`src/rtl/mem_req_arbiter.sv`:
```
// ---------------------------------------------------------------------------
// mem_req_arbiter
//
// Shares one memory-controller write port and one read port between
// NUM_CLIENTS requesters. Each cycle at most one write and one read are
// granted, each channel with its own round-robin pointer. Every accepted
// request occupies an entry of an outstanding table keyed by address. The
// controller tags its returns with the address only, so a return is matched
// against the table to find the issuing client, and a new request to an
// address that is still in flight is held off until that entry is freed.
//
// Ports
//   clk, rst_n          clock (rising edge) / asynchronous active-low reset
//   cl_req_*            per-client request (valid, write, address, data);
//                       address/data packed as client k at [k*W +: W]
//   cl_req_ready        combinational grant, one bit per client
//   cl_rd_rsp_valid     one-hot pulse: read data returned to that client
//   cl_wr_rsp_valid     one-hot pulse: write acknowledged to that client
//   rd_rsp_data/address shared read-return fields (hold when idle)
//   wr_rsp_address      shared write-ack address (holds when idle)
//   mc_wr_*, mc_rd_*    registered request issue to the controller
//   mc_*_ret_*          address-tagged returns from the controller
//   occupancy           number of valid table entries
//   err_unmatched       sticky flag: a return matched no table entry
// ---------------------------------------------------------------------------
module mem_req_arbiter #(
  parameter int NUM_CLIENTS = 4,
  parameter int TABLE_DEPTH = 8,
  parameter int ADDR_W      = 16,
  parameter int DATA_W      = 16
) (
  input  logic                                 clk,
  input  logic                                 rst_n,
  input  logic [NUM_CLIENTS-1:0]               cl_req_valid,
  input  logic [NUM_CLIENTS-1:0]               cl_req_write,
  input  logic [NUM_CLIENTS*ADDR_W-1:0]        cl_req_address,
  input  logic [NUM_CLIENTS*DATA_W-1:0]        cl_req_data,
  output logic [NUM_CLIENTS-1:0]               cl_req_ready,
  output logic [NUM_CLIENTS-1:0]               cl_rd_rsp_valid,
  output logic [NUM_CLIENTS-1:0]               cl_wr_rsp_valid,
  output logic [DATA_W-1:0]                    rd_rsp_data,
  output logic [ADDR_W-1:0]                    rd_rsp_address,
  output logic [ADDR_W-1:0]                    wr_rsp_address,
  output logic [ADDR_W-1:0]                    mc_wr_address,
  output logic [DATA_W-1:0]                    mc_wr_data,
  output logic                                 mc_wr_en,
  output logic [ADDR_W-1:0]                    mc_rd_address,
  output logic                                 mc_rd_en,
  input  logic [ADDR_W-1:0]                    mc_wr_ret_address,
  input  logic                                 mc_wr_ret_ack,
  input  logic [ADDR_W-1:0]                    mc_rd_ret_address,
  input  logic [DATA_W-1:0]                    mc_rd_ret_data,
  input  logic                                 mc_rd_ret_ack,
  output logic [$clog2(TABLE_DEPTH+1)-1:0]     occupancy,
  output logic                                 err_unmatched
);

  localparam int CID_W = (NUM_CLIENTS > 1) ? $clog2(NUM_CLIENTS) : 1;
  localparam int IDX_W = (TABLE_DEPTH > 1) ? $clog2(TABLE_DEPTH) : 1;
  localparam int OCC_W = $clog2(TABLE_DEPTH+1);

  // -------------------------------------------------------------------------
  // State
  // -------------------------------------------------------------------------
  logic [TABLE_DEPTH-1:0] tbl_valid_q;
  logic [TABLE_DEPTH-1:0] tbl_write_q;
  logic [ADDR_W-1:0]      tbl_addr_q [TABLE_DEPTH];
  logic [CID_W-1:0]       tbl_cid_q  [TABLE_DEPTH];

  logic [CID_W-1:0]       wr_ptr_q, rd_ptr_q;
  logic [CID_W-1:0]       wr_ptr_d, rd_ptr_d;
  logic [OCC_W-1:0]       occ_q, occ_d;

  logic                   mc_wr_en_q, mc_rd_en_q;
  logic [ADDR_W-1:0]      mc_wr_address_q, mc_rd_address_q;
  logic [DATA_W-1:0]      mc_wr_data_q;

  logic [NUM_CLIENTS-1:0] cl_rd_rsp_valid_q, cl_wr_rsp_valid_q;
  logic [DATA_W-1:0]      rd_rsp_data_q;
  logic [ADDR_W-1:0]      rd_rsp_address_q, wr_rsp_address_q;
  logic                   err_unmatched_q;

  // -------------------------------------------------------------------------
  // Per-client unpacking and candidate qualification
  // -------------------------------------------------------------------------
  logic [ADDR_W-1:0]      req_addr [NUM_CLIENTS];
  logic [DATA_W-1:0]      req_data [NUM_CLIENTS];
  logic [NUM_CLIENTS-1:0] addr_busy;
  logic [NUM_CLIENTS-1:0] wr_cand, rd_cand;

  generate
    for (genvar gi = 0; gi < NUM_CLIENTS; gi++) begin : g_client
      logic busy;

      assign req_addr[gi] = cl_req_address[gi*ADDR_W +: ADDR_W];
      assign req_data[gi] = cl_req_data[gi*DATA_W +: DATA_W];

      // An address is busy while any valid entry holds it, including an
      // entry that is being freed on the coming edge: the request only
      // becomes a candidate in the cycle after the return.
      always_comb begin
        busy = 1'b0;
        for (int t = 0; t < TABLE_DEPTH; t++) begin
          if (tbl_valid_q[t] && (tbl_addr_q[t] == req_addr[gi])) busy = 1'b1;
        end
      end

      assign addr_busy[gi] = busy;
    end
  endgenerate

  assign wr_cand = cl_req_valid &  cl_req_write & ~addr_busy;
  assign rd_cand = cl_req_valid & ~cl_req_write & ~addr_busy;

  // -------------------------------------------------------------------------
  // Round-robin pick: first candidate at or after ptr, wrapping. Scanning
  // offsets from high to low and overwriting leaves the smallest offset.
  // Result is {found, index}.
  // -------------------------------------------------------------------------
  function automatic logic [CID_W:0] rr_pick(input logic [NUM_CLIENTS-1:0] cand,
                                             input logic [CID_W-1:0]       ptr);
    logic [CID_W:0]   res;
    logic [CID_W-1:0] idx;
    res = '0;
    for (int off = NUM_CLIENTS-1; off >= 0; off--) begin
      idx = CID_W'((int'(ptr) + off) % NUM_CLIENTS);
      if (cand[idx]) res = {1'b1, idx};
    end
    return res;
  endfunction

  logic             wr_found, rd_found;
  logic [CID_W-1:0] wr_win, rd_win;

  assign {wr_found, wr_win} = rr_pick(wr_cand, wr_ptr_q);
  assign {rd_found, rd_win} = rr_pick(rd_cand, rd_ptr_q);

  // -------------------------------------------------------------------------
  // Grant decision. Free space is judged from the count at cycle start; an
  // entry freed by a return on this edge is not reusable until next cycle.
  // A single free slot goes to the read channel.
  // -------------------------------------------------------------------------
  logic free_ge1, free_ge2;
  logic rd_grant, wr_grant;
  logic same_addr;

  assign free_ge1  = (int'(occ_q) + 1) <= TABLE_DEPTH;
  assign free_ge2  = (int'(occ_q) + 2) <= TABLE_DEPTH;
  assign same_addr = rd_found && wr_found && (req_addr[rd_win] == req_addr[wr_win]);

  assign rd_grant = rd_found && free_ge1;
  assign wr_grant = wr_found && free_ge2 && !same_addr;

  always_comb begin
    cl_req_ready = '0;
    if (rd_grant) cl_req_ready[rd_win] = 1'b1;
    if (wr_grant) cl_req_ready[wr_win] = 1'b1;
  end

  always_comb begin
    rd_ptr_d = rd_ptr_q;
    wr_ptr_d = wr_ptr_q;
    if (rd_grant) rd_ptr_d = (rd_win == CID_W'(NUM_CLIENTS-1)) ? '0 : rd_win + 1'b1;
    if (wr_grant) wr_ptr_d = (wr_win == CID_W'(NUM_CLIENTS-1)) ? '0 : wr_win + 1'b1;
  end

  // -------------------------------------------------------------------------
  // Allocation: lowest free entry, and the second-lowest for the write when
  // a read is granted in the same cycle.
  // -------------------------------------------------------------------------
  logic [IDX_W-1:0] first_free, second_free;
  logic [IDX_W-1:0] rd_slot, wr_slot;

  always_comb begin
    int n;
    n           = 0;
    first_free  = '0;
    second_free = '0;
    for (int i = 0; i < TABLE_DEPTH; i++) begin
      if (!tbl_valid_q[i]) begin
        if (n == 0)      first_free  = IDX_W'(i);
        else if (n == 1) second_free = IDX_W'(i);
        n = n + 1;
      end
    end
  end

  assign rd_slot = first_free;
  assign wr_slot = rd_grant ? second_free : first_free;

  // -------------------------------------------------------------------------
  // Return matching. The hazard check keeps addresses unique in the table,
  // so at most one entry can hit per channel.
  // -------------------------------------------------------------------------
  logic             rd_hit, wr_hit;
  logic [IDX_W-1:0] rd_hit_idx, wr_hit_idx;
  logic             rd_free, wr_free;

  always_comb begin
    rd_hit     = 1'b0;
    wr_hit     = 1'b0;
    rd_hit_idx = '0;
    wr_hit_idx = '0;
    for (int i = TABLE_DEPTH-1; i >= 0; i--) begin
      if (tbl_valid_q[i] && !tbl_write_q[i] && (tbl_addr_q[i] == mc_rd_ret_address)) begin
        rd_hit     = 1'b1;
        rd_hit_idx = IDX_W'(i);
      end
      if (tbl_valid_q[i] && tbl_write_q[i] && (tbl_addr_q[i] == mc_wr_ret_address)) begin
        wr_hit     = 1'b1;
        wr_hit_idx = IDX_W'(i);
      end
    end
  end

  assign rd_free = mc_rd_ret_ack && rd_hit;
  assign wr_free = mc_wr_ret_ack && wr_hit;

  assign occ_d = occ_q + OCC_W'(rd_grant) + OCC_W'(wr_grant)
                       - OCC_W'(rd_free)  - OCC_W'(wr_free);

  // -------------------------------------------------------------------------
  // Sequential state
  // -------------------------------------------------------------------------
  always_ff @(posedge clk or negedge rst_n) begin
    if (!rst_n) begin
      tbl_valid_q       <= '0;
      tbl_write_q       <= '0;
      for (int i = 0; i < TABLE_DEPTH; i++) begin
        tbl_addr_q[i] <= '0;
        tbl_cid_q[i]  <= '0;
      end
      wr_ptr_q          <= '0;
      rd_ptr_q          <= '0;
      occ_q             <= '0;
      mc_wr_en_q        <= 1'b0;
      mc_rd_en_q        <= 1'b0;
      mc_wr_address_q   <= '0;
      mc_wr_data_q      <= '0;
      mc_rd_address_q   <= '0;
      cl_rd_rsp_valid_q <= '0;
      cl_wr_rsp_valid_q <= '0;
      rd_rsp_data_q     <= '0;
      rd_rsp_address_q  <= '0;
      wr_rsp_address_q  <= '0;
      err_unmatched_q   <= 1'b0;
    end else begin
      // Frees and allocations never touch the same entry: a hit is on a
      // valid entry, an allocation on an invalid one.
      if (rd_free) tbl_valid_q[rd_hit_idx] <= 1'b0;
      if (wr_free) tbl_valid_q[wr_hit_idx] <= 1'b0;

      if (rd_grant) begin
        tbl_valid_q[rd_slot] <= 1'b1;
        tbl_write_q[rd_slot] <= 1'b0;
        tbl_addr_q[rd_slot]  <= req_addr[rd_win];
        tbl_cid_q[rd_slot]   <= rd_win;
      end
      if (wr_grant) begin
        tbl_valid_q[wr_slot] <= 1'b1;
        tbl_write_q[wr_slot] <= 1'b1;
        tbl_addr_q[wr_slot]  <= req_addr[wr_win];
        tbl_cid_q[wr_slot]   <= wr_win;
      end

      rd_ptr_q <= rd_ptr_d;
      wr_ptr_q <= wr_ptr_d;
      occ_q    <= occ_d;

      // Issue: enables pulse for one cycle; address/data hold otherwise.
      mc_rd_en_q <= rd_grant;
      mc_wr_en_q <= wr_grant;
      if (rd_grant) mc_rd_address_q <= req_addr[rd_win];
      if (wr_grant) begin
        mc_wr_address_q <= req_addr[wr_win];
        mc_wr_data_q    <= req_data[wr_win];
      end

      // Responses: one-hot pulse to the owner; shared fields hold when idle.
      cl_rd_rsp_valid_q <= '0;
      cl_wr_rsp_valid_q <= '0;
      if (rd_free) begin
        cl_rd_rsp_valid_q[tbl_cid_q[rd_hit_idx]] <= 1'b1;
        rd_rsp_data_q    <= mc_rd_ret_data;
        rd_rsp_address_q <= mc_rd_ret_address;
      end
      if (wr_free) begin
        cl_wr_rsp_valid_q[tbl_cid_q[wr_hit_idx]] <= 1'b1;
        wr_rsp_address_q <= mc_wr_ret_address;
      end

      if ((mc_rd_ret_ack && !rd_hit) || (mc_wr_ret_ack && !wr_hit)) begin
        err_unmatched_q <= 1'b1;
      end
    end
  end

  assign mc_wr_en        = mc_wr_en_q;
  assign mc_wr_address   = mc_wr_address_q;
  assign mc_wr_data      = mc_wr_data_q;
  assign mc_rd_en        = mc_rd_en_q;
  assign mc_rd_address   = mc_rd_address_q;
  assign cl_rd_rsp_valid = cl_rd_rsp_valid_q;
  assign cl_wr_rsp_valid = cl_wr_rsp_valid_q;
  assign rd_rsp_data     = rd_rsp_data_q;
  assign rd_rsp_address  = rd_rsp_address_q;
  assign wr_rsp_address  = wr_rsp_address_q;
  assign occupancy       = occ_q;
  assign err_unmatched   = err_unmatched_q;

endmodule

```
`config.mk`:
```
export PLATFORM = sky130hd
export DESIGN_NAME = mem_req_arbiter
export DESIGN_NICKNAME = d
export VERILOG_FILES = /design/src/rtl/mem_req_arbiter.sv
export SDC_FILE = /design/constraint.sdc
export NUM_CORES = 2
export LEC_CHECK = 0
export ABC_CLOCK_PERIOD_IN_PS = 12900
export CORE_UTILIZATION = 45
export CTS_BUF_LIST = sky130_fd_sc_hd__clkbuf_16
export CTS_CLUSTER_DIAMETER = 30
export DETAILED_ROUTE_END_ITERATION = 6
export PLACE_DENSITY = 0.7
export SLEW_MARGIN = 30
export SYNTH_ARGS = -nofsm -noshare
export SYNTH_HDL_FRONTEND = slang
export SYNTH_SLANG_ARGS = --single-unit
```
`constraint.sdc`:
```
create_clock -name clk -period 12.9 [get_ports clk]
set_input_delay 2.58 -clock clk [delete_from_list [all_inputs] [get_ports clk]]
set_output_delay 2.58 -clock clk [all_outputs]
set_load 0.01 [all_outputs]
```
Word-level counts from Yosys, hierarchy flattened
Index checks and enable logic that the tools add are counted.

Register bits after elaboration: 275. Input port bits: 188. Output and inout port bits: 115.

$add $sub $neg: 20. Order comparisons: 34. Equal/unequal tests: 58. Multiplexer cells: 190. Bitwise gates (word level): 22. Reductions and logical operators: 102.

Operators with widths (number): $eq 16x16->1 (49); $bwmux 128 (2); $mux 128 (2); $eq 32x2->1 const B (7); $logic_not 32->1 (7); $add 32x2->32 const B (6); $mux 32 (6); $mux 3 (55); $mux 16 (10); $bmux 16 s2 (3); $demux 16 s3 (2); $logic_and 1x1->1 (83); $mux 1 (70); $mux 8 (6); $lt 2x3->1 const B (12); $bwmux 16 (2); $and 8x8->8 (3); $not 8->8 (3); $or 8x8->8 (3); $and 4x4->4 (4); $bmux 1 s2 (8); $ge 4x4->1 const B (4); $lt 3x4->1 const B (4); $mux 2 (8); other kinds (23) (67).

Depth between registers and ports, before layout
Depth after elaboration: 31. Mapped depth: 27. Depth with buffers taken out: 24.

Worst setup path after synthesis
OpenSTA, ideal clock, no wires.

Path kind: input-to-output. Start: in cl_req_address[44]. End: out cl_req_ready[0]. Arrival time: 6.262 ns. Required time: 10.320 ns. Slack: 4.058 ns. Stages: 18. Path buffers: 3. Cells stage by stage: buf_2 xor2_1 nor4_1 nand4_1 o32ai_1 or3_1 or2_1 a221o_1 nor2_4 inv_2 buf_2 o211a_1 o211ai_1 nand4b_1 nor4_4 a31oi_1 buf_2 a22o_1.

Word-level cells in the longest chain between the ends: 27. Elaborated cells between the ends (all ways): 79. Those cells by class: order compare (4); eq/ne (9); mux (44); bitwise (6); reduce/logical (16).

RTL lines: start: declaration (RTL line 36) `input logic [NUM_CLIENTS*ADDR_W-1:0] cl_req_address,`; $eq 16x16->1 (RTL line 104) `if (tbl_valid_q[t] && (tbl_addr_q[t] == req_addr[gi])) busy = 1'b1;`; $logic_and 1x1->1 (RTL line 104); $mux 1 (8 in series) (RTL line 104); $not 4->4 (RTL line 112, 113); $and 4x4->4, on equally long branches (RTL line 113, 112); $bmux 1 s2 (RTL line 127) `if (cand[idx]) res = {1'b1, idx};`; $mux 1 (implied by the code) (RTL line 127); $mux 3 (4 in series) (RTL line 127); $not 2->3 (implied by the code) (RTL line 149) `assign same_addr = rd_found && wr_found && (req_addr[rd_win] == req_addr[wr_win]);`; $bmux 16 s2 (RTL line 149); $mux 16 (implied by the code) (2 in series) (RTL line 149); $eq 16x16->1 (RTL line 149); $logic_and 1x1->1 (RTL line 149); $logic_not 1->1 (RTL line 152) `assign wr_grant = wr_found && free_ge2 && !same_addr;`; $logic_and 1x1->1 * (RTL line 152); named net wr_grant (RTL line 144) `logic rd_grant, wr_grant;`; $mux 4 * (RTL line 157) `if (wr_grant) cl_req_ready[wr_win] = 1'b1;`; end: declaration (RTL line 38) `output logic [NUM_CLIENTS-1:0] cl_req_ready,`.

Mark *: on every way through the listed nets, which the timed path passes. The rest lies on a longest branch. The select of a mux whose other input is x is not followed.

Final worst setup path
Start: in cl_req_address[52]. End: out cl_req_ready[2].

Word-level cells in the longest chain between the ends: 27. Elaborated cells between the ends (all ways): 79. Those cells by class: order compare (4); eq/ne (9); mux (44); bitwise (6); reduce/logical (16).

RTL lines (RTL line): $eq 16x16->1 (104); $logic_and 1x1->1 (104); $mux 1 (8 in series) (104); $not 4->4 (112, 113); $and 4x4->4, on equally long branches (113, 112); $bmux 1 s2 (127); $mux 1 (implied by the code) (127); $mux 3 (4 in series) (127); $not 2->3 (implied by the code) (149); $bmux 16 s2 (149); $mux 16 (implied by the code) (2 in series) (149); $eq 16x16->1 (149); $logic_and 1x1->1 (149); $logic_not 1->1 (152); $logic_and 1x1->1 (152); $mux 4 * (157).

Every way passes the cells marked *; elsewhere a longest branch is shown, timed or not. The select of a mux whose other input is x is not followed.

==> impl_metrics.env <==
export IMPL_synthFlopType="dfrtp_1"
export IMPL_p_per_area_nw_per_um2=296
export IMPL_synthTopCellsByCount="xor2_1, dfrtp_1, mux2i_1, xnor2_1, nand2_1"
export IMPL_drtIter0Drc=3852
export IMPL_fin_crit_ps=11730
export IMPL_ys_top_cells_by_area="dfrtp_1, xor2_1, mux2i_1"
export IMPL_hold_viol_final=0
export IMPL_syn_area_per_cell_um2=8.97
export IMPL_min_period_over_period_pct=90.9
export IMPL_status="finished, final reports clean"
export IMPL_first_pass_iters=7
export IMPL_grtUsageTotal_pct=53.1
export IMPL_cts_repair_resized=0
export IMPL_tns_ps=0
export IMPL_finClkSkew_ps=54.1
export IMPL_post_drt_via_cell_ratio=6.90
export IMPL_ys_types=88
export IMPL_clk_path_buf_depth=3
export IMPL_synth_edff_count=0
export IMPL_grt_overflow_total=0
export IMPL_syn_num_nets=3183
export IMPL_coreArea_um2=58000
export IMPL_cp_start_kind="input port"
export IMPL_async_flop_share_pct=100
export IMPL_die_area_um2=60100
export IMPL_ioPinCount=303
export IMPL_path_max_fanout=18
export IMPL_setup_viol=0
export IMPL_rows=88
export IMPL_grt_first_pass_wirelength_um=218000
export IMPL_nFillCells=5011
export IMPL_cts_sinks=275
export IMPL_fin_cells=3976
export IMPL_cap_violations=0
export IMPL_synth_top_cell_area_share_pct=25.9
export IMPL_multi_input_area_um2=17900
export IMPL_arrival_ps=9150
export IMPL_place_congestion=1.11
export IMPL_wl_um=161000
export IMPL_ys_warn_count=0
export IMPL_clk_insertion_delay_late_ps=660
export IMPL_drv_slew=0
export IMPL_yosysTopAreaCell="dfrtp_1"
export IMPL_cts_htree_levels=3
export IMPL_rsz0062_at_grt="false"
export IMPL_antenna_found_initial=7
export IMPL_drc_errors=0
export IMPL_max_vdd_ir_drop_mv=0.231
export IMPL_ff_latch_area_um2=6880
export IMPL_end_kind="output pin"
export IMPL_worstSetupPathType="input port to output pin"
export IMPL_dp_hpwl_um=107000
export IMPL_drive_above_1_share_pct=13.6
export IMPL_wl_per_cell_um=40.5
export IMPL_yosysSeqAreaShare_pct=25.9
export IMPL_post_route_util_pct=56.3
export IMPL_maxSlewHeadroom_pct=20.5
export IMPL_p_leak_nw=13.7
export IMPL_synth_most_common_cell="xor2_1"
export IMPL_ys_ff_latch=275
export IMPL_tightest_slew_ps=1190
export IMPL_grt_start_max_net_pins=145
export IMPL_cts_clk_slew_worst_paths_ps=50
export IMPL_place_inst=3829
export IMPL_die_w_um=245
export IMPL_tritoncts="done"
export IMPL_holdBufCountCts=0
export IMPL_cp_required_ps=10320
export IMPL_fmax_mhz=85.3
export IMPL_vias=27400
export IMPL_io_buffer_count=302
export IMPL_cts_setup_buffers=0
export IMPL_synth_area_um2=26600
export IMPL_cts_root_buf="clkbuf_16"
export IMPL_hold_path_class="flop to flop"
export IMPL_initial_utilization_pct=45.8
export IMPL_die_h_um=245
export IMPL_grt_pass1_vias=26500
export IMPL_drt_antenna_violating_nets=0
export IMPL_areaGrowthSynthToFinish_pct=23.0
export IMPL_numCtsBuffers=77
export IMPL_synthCells=2963
export IMPL_nets=3367
[cell usage in the layout (no fill, tap or decap), drive strengths merged, types with 15 or more instances in the layout]
| master | netlist | routed |
|---|---|---|
| nor2 | 104 | 104 |
| a2bb2oi | 23 | 23 |
| clkbuf | 84 | 77 |
| or2 | 16 | 16 |
| xnor2 | 197 | 197 |
| nand3 | 72 | 72 |
| nor3 | 75 | 75 |
| ha | 29 | 29 |
| mux2i | 242 | 242 |
| mux2 | 103 | 103 |
| a211oi | 35 | 35 |
| o21ai | 48 | 48 |
| clkinv | 0 | 37 |
| nand2 | 158 | 158 |
| nand4 | 64 | 64 |
| dfrtp | 275 | 275 |
| buf | 245 | 133 |
| and2 | 22 | 22 |
| clkdlybuf4s50 | 0 | 301 |
| xor2 | 584 | 584 |
| inv | 65 | 75 |
| and3 | 15 | 15 |
| nand2b | 23 | 23 |
| nor2b | 17 | 17 |
| a22oi | 18 | 18 |
| a21oi | 64 | 64 |
| o211ai | 30 | 30 |
| nor4 | 141 | 141 |
[path summary, 6_finish.rpt]
check / startpoint / to / slack [ps] / depth (start not counted)
worst max-delay path: cl_req_address[52] / cl_req_ready[2] / 1170 / 17
worst min-delay path: wr_rsp_address[11] / wr_rsp_address[11] / 460 / 2
worst max register to register: tbl_addr_q[21] / occupancy[3] / 4860 / 22
worst min register to register: wr_rsp_address[11] / wr_rsp_address[11] / 460 / 2
max in group asynchronous: rst_n / tbl_addr_q[31] / 9560 / 3
min in group asynchronous: rst_n / wr_rsp_address[14] / 1880 / 1
[cell families after synthesis]
| family | after synthesis | synth area share (%) |
|---|---|---|
| compound gates | 328 | 8.95 |
| xor+xnor | 781 | 25.7 |
| fa+ha+maj | 32 | 1.59 |
| buf+inv | 394 | 7.46 |
| flops | 275 | 25.9 |
| mux | 345 | 13.5 |
| simple gates | 808 | 16.9 |
[where the power goes]
part	switching (mW)	internal, mW	leakage [nW]
Combinational	3.45	2.00	9.04
Clock	0.649	1.31	1.31
Sequential	1.05	1.22	3.34
[flip-flops by register name (all words and copies together), names as in the netlist]
name,count
mc_wr_address,16
tbl_write_q,8
wr_ptr_q,2
mc_rd_en,1
err_unmatched,1
rd_rsp_address,16
mc_wr_data,16
mc_wr_en,1
wr_rsp_address,16
cl_wr_rsp_valid,4
tbl_addr_q,128
occupancy,4
cl_rd_rsp_valid,4
tbl_valid_q,8
rd_rsp_data,16
mc_rd_address,16
rd_ptr_q,2
tbl_cid_q,16
[cell type report]
type	count	area share (%)
repair buffers	434	12.5
well taps	765	2.93
inverters	65	0.746
clock inverters	62	2.20
flip-flops and latches	275	21.1
clock buffers	77	5.89
multi-input cells	2294	54.6
diodes	4	0.0306
[metal layers]
| layer | vias up | global-route usage [%] | wire length, um |
|---|---|---|---|
| met5 | - | 1.88 | 192 |
| met4 | 8 | 41.6 | 15900 |
| met3 | 799 | 26.9 | 25300 |
| met2 | 2546 | 73.7 | 63600 |
| met1 | 13400 | 61.1 | 56000 |
| li1 | 10700 | - | - |
[stage by stage]
step / area [um2] / hold WS (ps) / total power, mW / worst slack (ps)
3_3_place_gp: 29900 / 448 / 7.12 / 1210
4_1_cts: 32600 / 471 / 9.21 / 1510
2_1_floorplan: 26600 / 464 / 4.92 / 4060
6_report: 32700 / 464 / 9.68 / 1170
3_5_place_dp: 29900 / 461 / 7.22 / 1540
5_1_grt: 32700 / 503 / 9.77 / 1120
[critical path, cell delays in order]
cell             delay [ps]
clkdlybuf4s50_1         990
xor2_1                  360
nor4_1                  430
nand4_1                 230
o22ai_1                 430
a311oi_2                220
and3b_1                 310
a211oi_2                440
nor2_4                  120
inv_2                   370
nand2_1                 140
a32oi_2                 750
xor2_1                  260
and2_1                  380
a31oi_4                 360
a22o_1                  220
clkdlybuf4s50_1         540
(Power assumes the default switching activity.)
